`src/rtl/branch_resolve_unit_if.sv`:
```
// branch_resolve_unit_if: dispatch, CDB snoop and CDB request bundle of the branch resolve unit
interface branch_resolve_unit_if;
  logic        disp_valid;
  logic [31:0] disp_pc;
  logic [2:0]  disp_op;
  logic [31:0] disp_rs1_src;
  logic [31:0] disp_rs1_val;
  logic [31:0] disp_rs2_src;
  logic [31:0] disp_rs2_val;
  logic        full;
  logic        cdb_active;
  logic [31:0] cdb_addr;
  logic [31:0] cdb_val;
  logic        bru_req;
  logic        bru_grant;
  logic [31:0] bru_addr;
  logic [31:0] bru_val;
  modport slave (
    input  disp_valid, disp_pc, disp_op, disp_rs1_src, disp_rs1_val, disp_rs2_src, disp_rs2_val,
    input  cdb_active, cdb_addr, cdb_val, bru_grant,
    output full, bru_req, bru_addr, bru_val
  );
  modport master (
    output disp_valid, disp_pc, disp_op, disp_rs1_src, disp_rs1_val, disp_rs2_src, disp_rs2_val,
    output cdb_active, cdb_addr, cdb_val, bru_grant,
    input  full, bru_req, bru_addr, bru_val
  );
endinterface

```
`src/rtl/branch_resolve_unit.sv`:
```
// branch_resolve_unit: in-order branch queue resolving outcomes onto the CDB; BRU_PERF_EN adds resolve/taken counters
module branch_resolve_unit #(
  parameter int BRU_DEPTH   = 4,
  parameter int BRU_DEPTH_W = 2
) (
  input  logic                 clk_in,
  input  logic                 rst_in,
  input  logic                 rdy_in,
  input  logic                 flush_in,
  branch_resolve_unit_if.slave bus
`ifdef BRU_PERF_EN
  ,
  output logic [31:0]          perf_resolved,
  output logic [31:0]          perf_taken
`endif
);
  localparam logic [BRU_DEPTH_W:0] FULL_CNT = (BRU_DEPTH_W+1)'(BRU_DEPTH);
  logic                   valid_q [BRU_DEPTH];
  logic [31:0]            pc_q    [BRU_DEPTH];
  logic [2:0]             op_q    [BRU_DEPTH];
  logic [31:0]            src1_q  [BRU_DEPTH];
  logic [31:0]            val1_q  [BRU_DEPTH];
  logic [31:0]            src2_q  [BRU_DEPTH];
  logic [31:0]            val2_q  [BRU_DEPTH];
  logic [BRU_DEPTH_W-1:0] front_q, front_d, rear_q, rear_d;
  logic [BRU_DEPTH_W:0]   count_q, count_d;
  logic [31:0]            h_v1, h_v2;
  logic [2:0]             h_op;
  logic                   cmp, taken, push, pop, fwd1, fwd2;
  // head condition evaluation, request and pointer next-state
  always_comb begin
    h_v1    = val1_q[front_q];
    h_v2    = val2_q[front_q];
    h_op    = op_q[front_q];
    cmp     = h_op[2] ? (h_op[1] ? (h_v1 < h_v2) : ($signed(h_v1) < $signed(h_v2))) : (h_v1 == h_v2);
    taken   = cmp ^ h_op[0];
    push    = rdy_in && bus.disp_valid && !bus.full && !flush_in;
    pop     = bus.bru_req && bus.bru_grant;
    fwd1    = bus.cdb_active && bus.disp_rs1_src != '0 && bus.cdb_addr == bus.disp_rs1_src;
    fwd2    = bus.cdb_active && bus.disp_rs2_src != '0 && bus.cdb_addr == bus.disp_rs2_src;
    front_d = front_q + BRU_DEPTH_W'(pop);
    rear_d  = rear_q + BRU_DEPTH_W'(push);
    count_d = count_q + (BRU_DEPTH_W+1)'(push) - (BRU_DEPTH_W+1)'(pop);
  end
  assign bus.full     = count_q == FULL_CNT;
  assign bus.bru_req  = rdy_in && !flush_in && valid_q[front_q] && src1_q[front_q] == '0 && src2_q[front_q] == '0;
  assign bus.bru_addr = bus.bru_req ? pc_q[front_q] : '0;
  assign bus.bru_val  = {31'b0, bus.bru_req & taken};
  // queue state: flush beats snoop/pop/push; a pushed entry overrides any snoop of its slot
  always_ff @(posedge clk_in or negedge rst_in) begin
    if (!rst_in) begin
      front_q <= '0;
      rear_q  <= '0;
      count_q <= '0;
      for (int i = 0; i < BRU_DEPTH; i++) valid_q[i] <= 1'b0;
`ifdef BRU_PERF_EN
      perf_resolved <= '0;
      perf_taken    <= '0;
`endif
    end else if (rdy_in) begin
      if (flush_in) begin
        front_q <= '0;
        rear_q  <= '0;
        count_q <= '0;
        for (int i = 0; i < BRU_DEPTH; i++) valid_q[i] <= 1'b0;
      end else begin
        for (int i = 0; i < BRU_DEPTH; i++) begin
          if (valid_q[i] && bus.cdb_active && src1_q[i] != '0 && src1_q[i] == bus.cdb_addr) begin
            val1_q[i] <= bus.cdb_val;
            src1_q[i] <= '0;
          end
          if (valid_q[i] && bus.cdb_active && src2_q[i] != '0 && src2_q[i] == bus.cdb_addr) begin
            val2_q[i] <= bus.cdb_val;
            src2_q[i] <= '0;
          end
        end
        if (pop) valid_q[front_q] <= 1'b0;
        if (push) begin
          valid_q[rear_q] <= 1'b1;
          pc_q[rear_q]    <= bus.disp_pc;
          op_q[rear_q]    <= bus.disp_op;
          src1_q[rear_q]  <= fwd1 ? '0 : bus.disp_rs1_src;
          val1_q[rear_q]  <= fwd1 ? bus.cdb_val : bus.disp_rs1_val;
          src2_q[rear_q]  <= fwd2 ? '0 : bus.disp_rs2_src;
          val2_q[rear_q]  <= fwd2 ? bus.cdb_val : bus.disp_rs2_val;
        end
        front_q <= front_d;
        rear_q  <= rear_d;
        count_q <= count_d;
`ifdef BRU_PERF_EN
        if (pop) begin
          perf_resolved <= perf_resolved + 32'd1;
          perf_taken    <= perf_taken + 32'(taken);
        end
`endif
      end
    end
  end
endmodule

```
`src/flat_wrapper.sv`:
```
// flat-port wrapper written by rule: the top's interface ports become plain ports
module branch_resolve_unit_flat 
#(
  parameter int BRU_DEPTH   = 4,
  parameter int BRU_DEPTH_W = 2
)
  (clk_in, rst_in, rdy_in, flush_in, bus_disp_valid, bus_disp_pc, bus_disp_op, bus_disp_rs1_src, bus_disp_rs1_val, bus_disp_rs2_src, bus_disp_rs2_val, bus_cdb_active, bus_cdb_addr, bus_cdb_val, bus_bru_grant, bus_full, bus_bru_req, bus_bru_addr, bus_bru_val);
  branch_resolve_unit_if bus_i ();
  input  logic clk_in;
  input  logic rst_in;
  input  logic rdy_in;
  input  logic flush_in;
  input wire logic [$bits(bus_i.disp_valid)-1:0] bus_disp_valid;
  input wire logic [$bits(bus_i.disp_pc)-1:0] bus_disp_pc;
  input wire logic [$bits(bus_i.disp_op)-1:0] bus_disp_op;
  input wire logic [$bits(bus_i.disp_rs1_src)-1:0] bus_disp_rs1_src;
  input wire logic [$bits(bus_i.disp_rs1_val)-1:0] bus_disp_rs1_val;
  input wire logic [$bits(bus_i.disp_rs2_src)-1:0] bus_disp_rs2_src;
  input wire logic [$bits(bus_i.disp_rs2_val)-1:0] bus_disp_rs2_val;
  input wire logic [$bits(bus_i.cdb_active)-1:0] bus_cdb_active;
  input wire logic [$bits(bus_i.cdb_addr)-1:0] bus_cdb_addr;
  input wire logic [$bits(bus_i.cdb_val)-1:0] bus_cdb_val;
  input wire logic [$bits(bus_i.bru_grant)-1:0] bus_bru_grant;
  output wire logic [$bits(bus_i.full)-1:0] bus_full;
  output wire logic [$bits(bus_i.bru_req)-1:0] bus_bru_req;
  output wire logic [$bits(bus_i.bru_addr)-1:0] bus_bru_addr;
  output wire logic [$bits(bus_i.bru_val)-1:0] bus_bru_val;
  assign bus_i.disp_valid = bus_disp_valid;
  assign bus_i.disp_pc = bus_disp_pc;
  assign bus_i.disp_op = bus_disp_op;
  assign bus_i.disp_rs1_src = bus_disp_rs1_src;
  assign bus_i.disp_rs1_val = bus_disp_rs1_val;
  assign bus_i.disp_rs2_src = bus_disp_rs2_src;
  assign bus_i.disp_rs2_val = bus_disp_rs2_val;
  assign bus_i.cdb_active = bus_cdb_active;
  assign bus_i.cdb_addr = bus_cdb_addr;
  assign bus_i.cdb_val = bus_cdb_val;
  assign bus_i.bru_grant = bus_bru_grant;
  assign bus_full = bus_i.full;
  assign bus_bru_req = bus_i.bru_req;
  assign bus_bru_addr = bus_i.bru_addr;
  assign bus_bru_val = bus_i.bru_val;
  branch_resolve_unit #(.BRU_DEPTH(BRU_DEPTH), .BRU_DEPTH_W(BRU_DEPTH_W)) u_core (.clk_in(clk_in), .rst_in(rst_in), .rdy_in(rdy_in), .flush_in(flush_in), .bus(bus_i));
endmodule
```
`config.mk`:
```
export PLATFORM = sky130hd
export DESIGN_NAME = branch_resolve_unit_flat
export DESIGN_NICKNAME = d
export VERILOG_FILES = /design/src/rtl/branch_resolve_unit_if.sv /design/src/rtl/branch_resolve_unit.sv /design/src/flat_wrapper.sv
export SDC_FILE = /design/constraint.sdc
export NUM_CORES = 1
export LEC_CHECK = 0
export CAP_MARGIN = 0
export CORE_MARGIN = 8
export CORE_UTILIZATION = 43
export CTS_CLUSTER_SIZE = 10
export DETAILED_ROUTE_END_ITERATION = 7
export DONT_BUFFER_PORTS = 1
export SYNTH_ARGS = -nofsm -noshare
export SYNTH_HDL_FRONTEND = slang
export SYNTH_SLANG_ARGS = --single-unit
```
`constraint.sdc`:
```
create_clock -name clk_in -period 5.3 [get_ports clk_in]
set_input_delay 1.06 -clock clk_in [delete_from_list [all_inputs] [get_ports clk_in]]
set_output_delay 1.06 -clock clk_in [all_outputs]
set_load 0.005 [all_outputs]
```
==> results_dict.tcl <==
set metrics [dict create \
    finalSetupViolCount 0 \
    crit_path_start "u_core.front_q[1]" \
    grt_antenna_before_repair 11 \
    startpoint_type "flip-flop" \
    vdd_drop_max_mv 0.218 \
    h-tree-depth 3 \
    rows 102 \
    hp-class "input port to asynchronous set/reset pin" \
    gp_congestion 0.897 \
    r2r_start "u_core.src2_q[1][24]" \
    outcome "complete, no violations" \
    nFillCells 6746 \
    yosysWarnings 0 \
    setup_ws_ps 309 \
    grt_use_total_pct 23.0 \
    grt_pass1_wl_um 146000 \
    cts_tree "yes" \
    rsz0062_at_grt "false" \
    postSynth.asyncResetShare_pct 1.66 \
    end_kind "output pin" \
    synth-seq-area-share_pct 58.8 \
    yosysMostFrequentCell "edfxtp_1" \
    critical_path_peak_fanout 42 \
    cts.sinks 663 \
    slew_headroom_pct 26.2 \
    die_h_um 296 \
    synth_top_area_share_pct 58.0 \
    firstDrtPassIters 8 \
    postRouteAntennaNets 0 \
    place.port_buffers 0 \
    grt.overflow.total 0 \
    drive_gt1_share_pct 23.1 \
    syn_inst 2205 \
    clk-insertion-delay-late_ps 620 \
    cts_buffer_depth 3 \
    rrSetupSlack_ps 1660 \
    skew_ps 28.8 \
    p_leak_nw 12.7 \
    power.density_mw_per_mm2 302 \
    die_x_um 296 \
    tightestPinTransition_ps 1110 \
    grt_pass1_vias 20200 \
    yosysTopAreaCell "edfxtp_1" \
    drc_errors 0 \
    num_io_pins 300 \
    post-place-ws_ps 533 \
    grt_max_degree 65 \
    drt-initial-drc-count 1987 \
    cp.required_ps 4240 \
    die_area_mm2 0.0878 \
    crit_end "bus_bru_val[0]" \
    timing.rr.end "u_core.count_q[2]" \
    synthTopCellsByCount "edfxtp_1 (652), xor2_1 (270), and2_1 (257), nor4_1 (158), mux2_2 (145)" \
    cp.buffers_inverters 2 \
    nets 2495 \
    period_share_pct 94.2 \
    vias 19635 \
    crit_chain "buf_12 > mux4_2 > ha_1 > a21oi_1 > o21ai_0 > a221oi_2 > a21oi_1 > a31o_2 > o21ai_0 > nor3b_2 > buf_4" \
    fmax_mhz 200 \
    synth-seq-cells 663 \
    final-hold-violation-count 0 \
    wirelength_um 103000 \
    core_mm2 0.0776 \
    reg2regPathDepth 15 \
    multiInputGateArea_mm2 0.0130 \
    synth_area_mm2 0.0338 \
    drv_slew 0 \
    synth_area_per_cell_um2 15.3 \
    initial_core_util_pct 43.5 \
    post-place-cells 3181 \
    synth_edf_count 652 \
    yosys_most_used_dff "edfxtp_1" \
    wl_per_cell_um 31.3 \
    area_growth_pct 9.86 \
    crit_family "compound AO/OA/AOI/OAI gates" \
    drv_cap 0 \
    slowest_delay_ps 620 \
    cp.depth 11 \
    regArea_mm2 0.0199 \
    cts_buffers 80 \
    hold_buffers 0 \
    crit_slowest_cell "dfrtp_4" \
    fin_crit_ps 4990 \
    arrival_ps 3930 \
    root_buffer "clkbuf_16" \
    dpl.hpwl_um 66700 \
    final_util_pct 47.8 \
    setup_tns_ps 0 \
    critPathKind "flip-flop to output pin" \
    clkTransAtPathRegs_ps 60 \
    drt-vias-per-instance 5.94 \
    yosys.cell_types.count 51 \
    ys_top_cells_by_area "edfxtp_1 (58%), xor2_1 (7.0%), mux4_2 (6.7%)" \
    layout.cells.non_filler 3304 \
]
## routing by layer
layer / up-vias / global-route usage (%) / share of wire, %
met4: 6 / 8.88 / 3.8
li1: 8325 / - / -
met5: - / 0.831 / 0.13
met2: 990 / 36.1 / 46
met1: 10062 / 29.5 / 39
met3: 252 / 7.63 / 11
## placed cells by master, fill, tap and decap left out, drive strengths merged, types with 27 or more instances in the layout
cell,synthesis,layout
nor2b,33,33
buf,101,46
nand2,27,27
conb,1,31
and2,257,257
ha,36,36
xnor2,50,50
clkbuf,38,96
nand4,61,61
mux4,100,100
nor4,158,158
xor2,270,270
inv,50,52
mux2,257,257
edfxtp,652,652
## through the flow
stage | instance area, µm² | power, mW | hold slack, ps
3_3_place_gp | 34800 | 6.43 | 520
2_1_floorplan | 33900 | 6.41 | 483
5_1_grt | 37100 | 11.5 | 105
6_report | 37100 | 11.2 | 136
4_1_cts | 37100 | 11.3 | 95.4
3_5_place_dp | 34800 | 6.44 | 516
## worst min path at each step
stage                      start                 to  slack, ps  cells after the start
6_report                  rst_in  u_core.count_q[2]        140                      0
5_1_grt                   rst_in  u_core.count_q[2]        110                      0
4_1_cts                   rst_in  u_core.valid_q[2]        100                      0
3_5_place_dp   u_core.valid_q[3]  u_core.valid_q[3]        520                      1
3_3_place_gp   u_core.valid_q[3]  u_core.valid_q[3]        520                      1
2_1_floorplan  u_core.valid_q[3]  u_core.valid_q[3]        480                      1
## report_power, final
group          switching (mW)  leakage [nW]  internal [mW]
registers              0.0278          6.27           5.81
clock network            2.13          1.10           2.75
logic                   0.225          5.38          0.277
total                    2.38          12.7           8.84
## registers in the layout, indices dropped and copies added, names as in the netlist
| name | count |
|---|---|
| u_core.front_q | 2 |
| u_core.val2_q | 128 |
| u_core.val1_q | 128 |
| u_core.rear_q | 2 |
| u_core.src1_q | 128 |
| u_core.pc_q | 128 |
| u_core.valid_q | 4 |
| u_core.count_q | 3 |
| u_core.op_q | 12 |
| u_core.src2_q | 128 |
## what timing repair did
action                                  in CTS  in global routing
gates resized for setup                      1                  1
setup buffers                                1                  0
endpoints found under the hold margin        0                  0
endpoints found under the setup margin       1                  1
## cell families (layout without fill, tap and decap cells)
group	count (synthesis)	count (layout)	synth area share, %
other	1	34	0.0111
flip-flops	663	663	58.8
AO/OA/AOI/OAI	47	47	0.882
buffers and inverters	189	215	3.36
AND/OR/NAND/NOR	591	591	10.7
XOR/XNOR	320	320	8.36
multiplexers	357	357	16.5
adder cells (fa/ha/maj)	37	37	1.39
## area by class of cell
type	instances	share of cell area, %
clock buffer	96	5.56
tap	1040	3.51
sequential	663	53.5
timing repair buffer	46	1.34
clock inverter	23	0.539
multi-input combinational	1383	35.0
inverter	50	0.506
antenna	3	0.0202
Power figures use the tool's default switching activity.
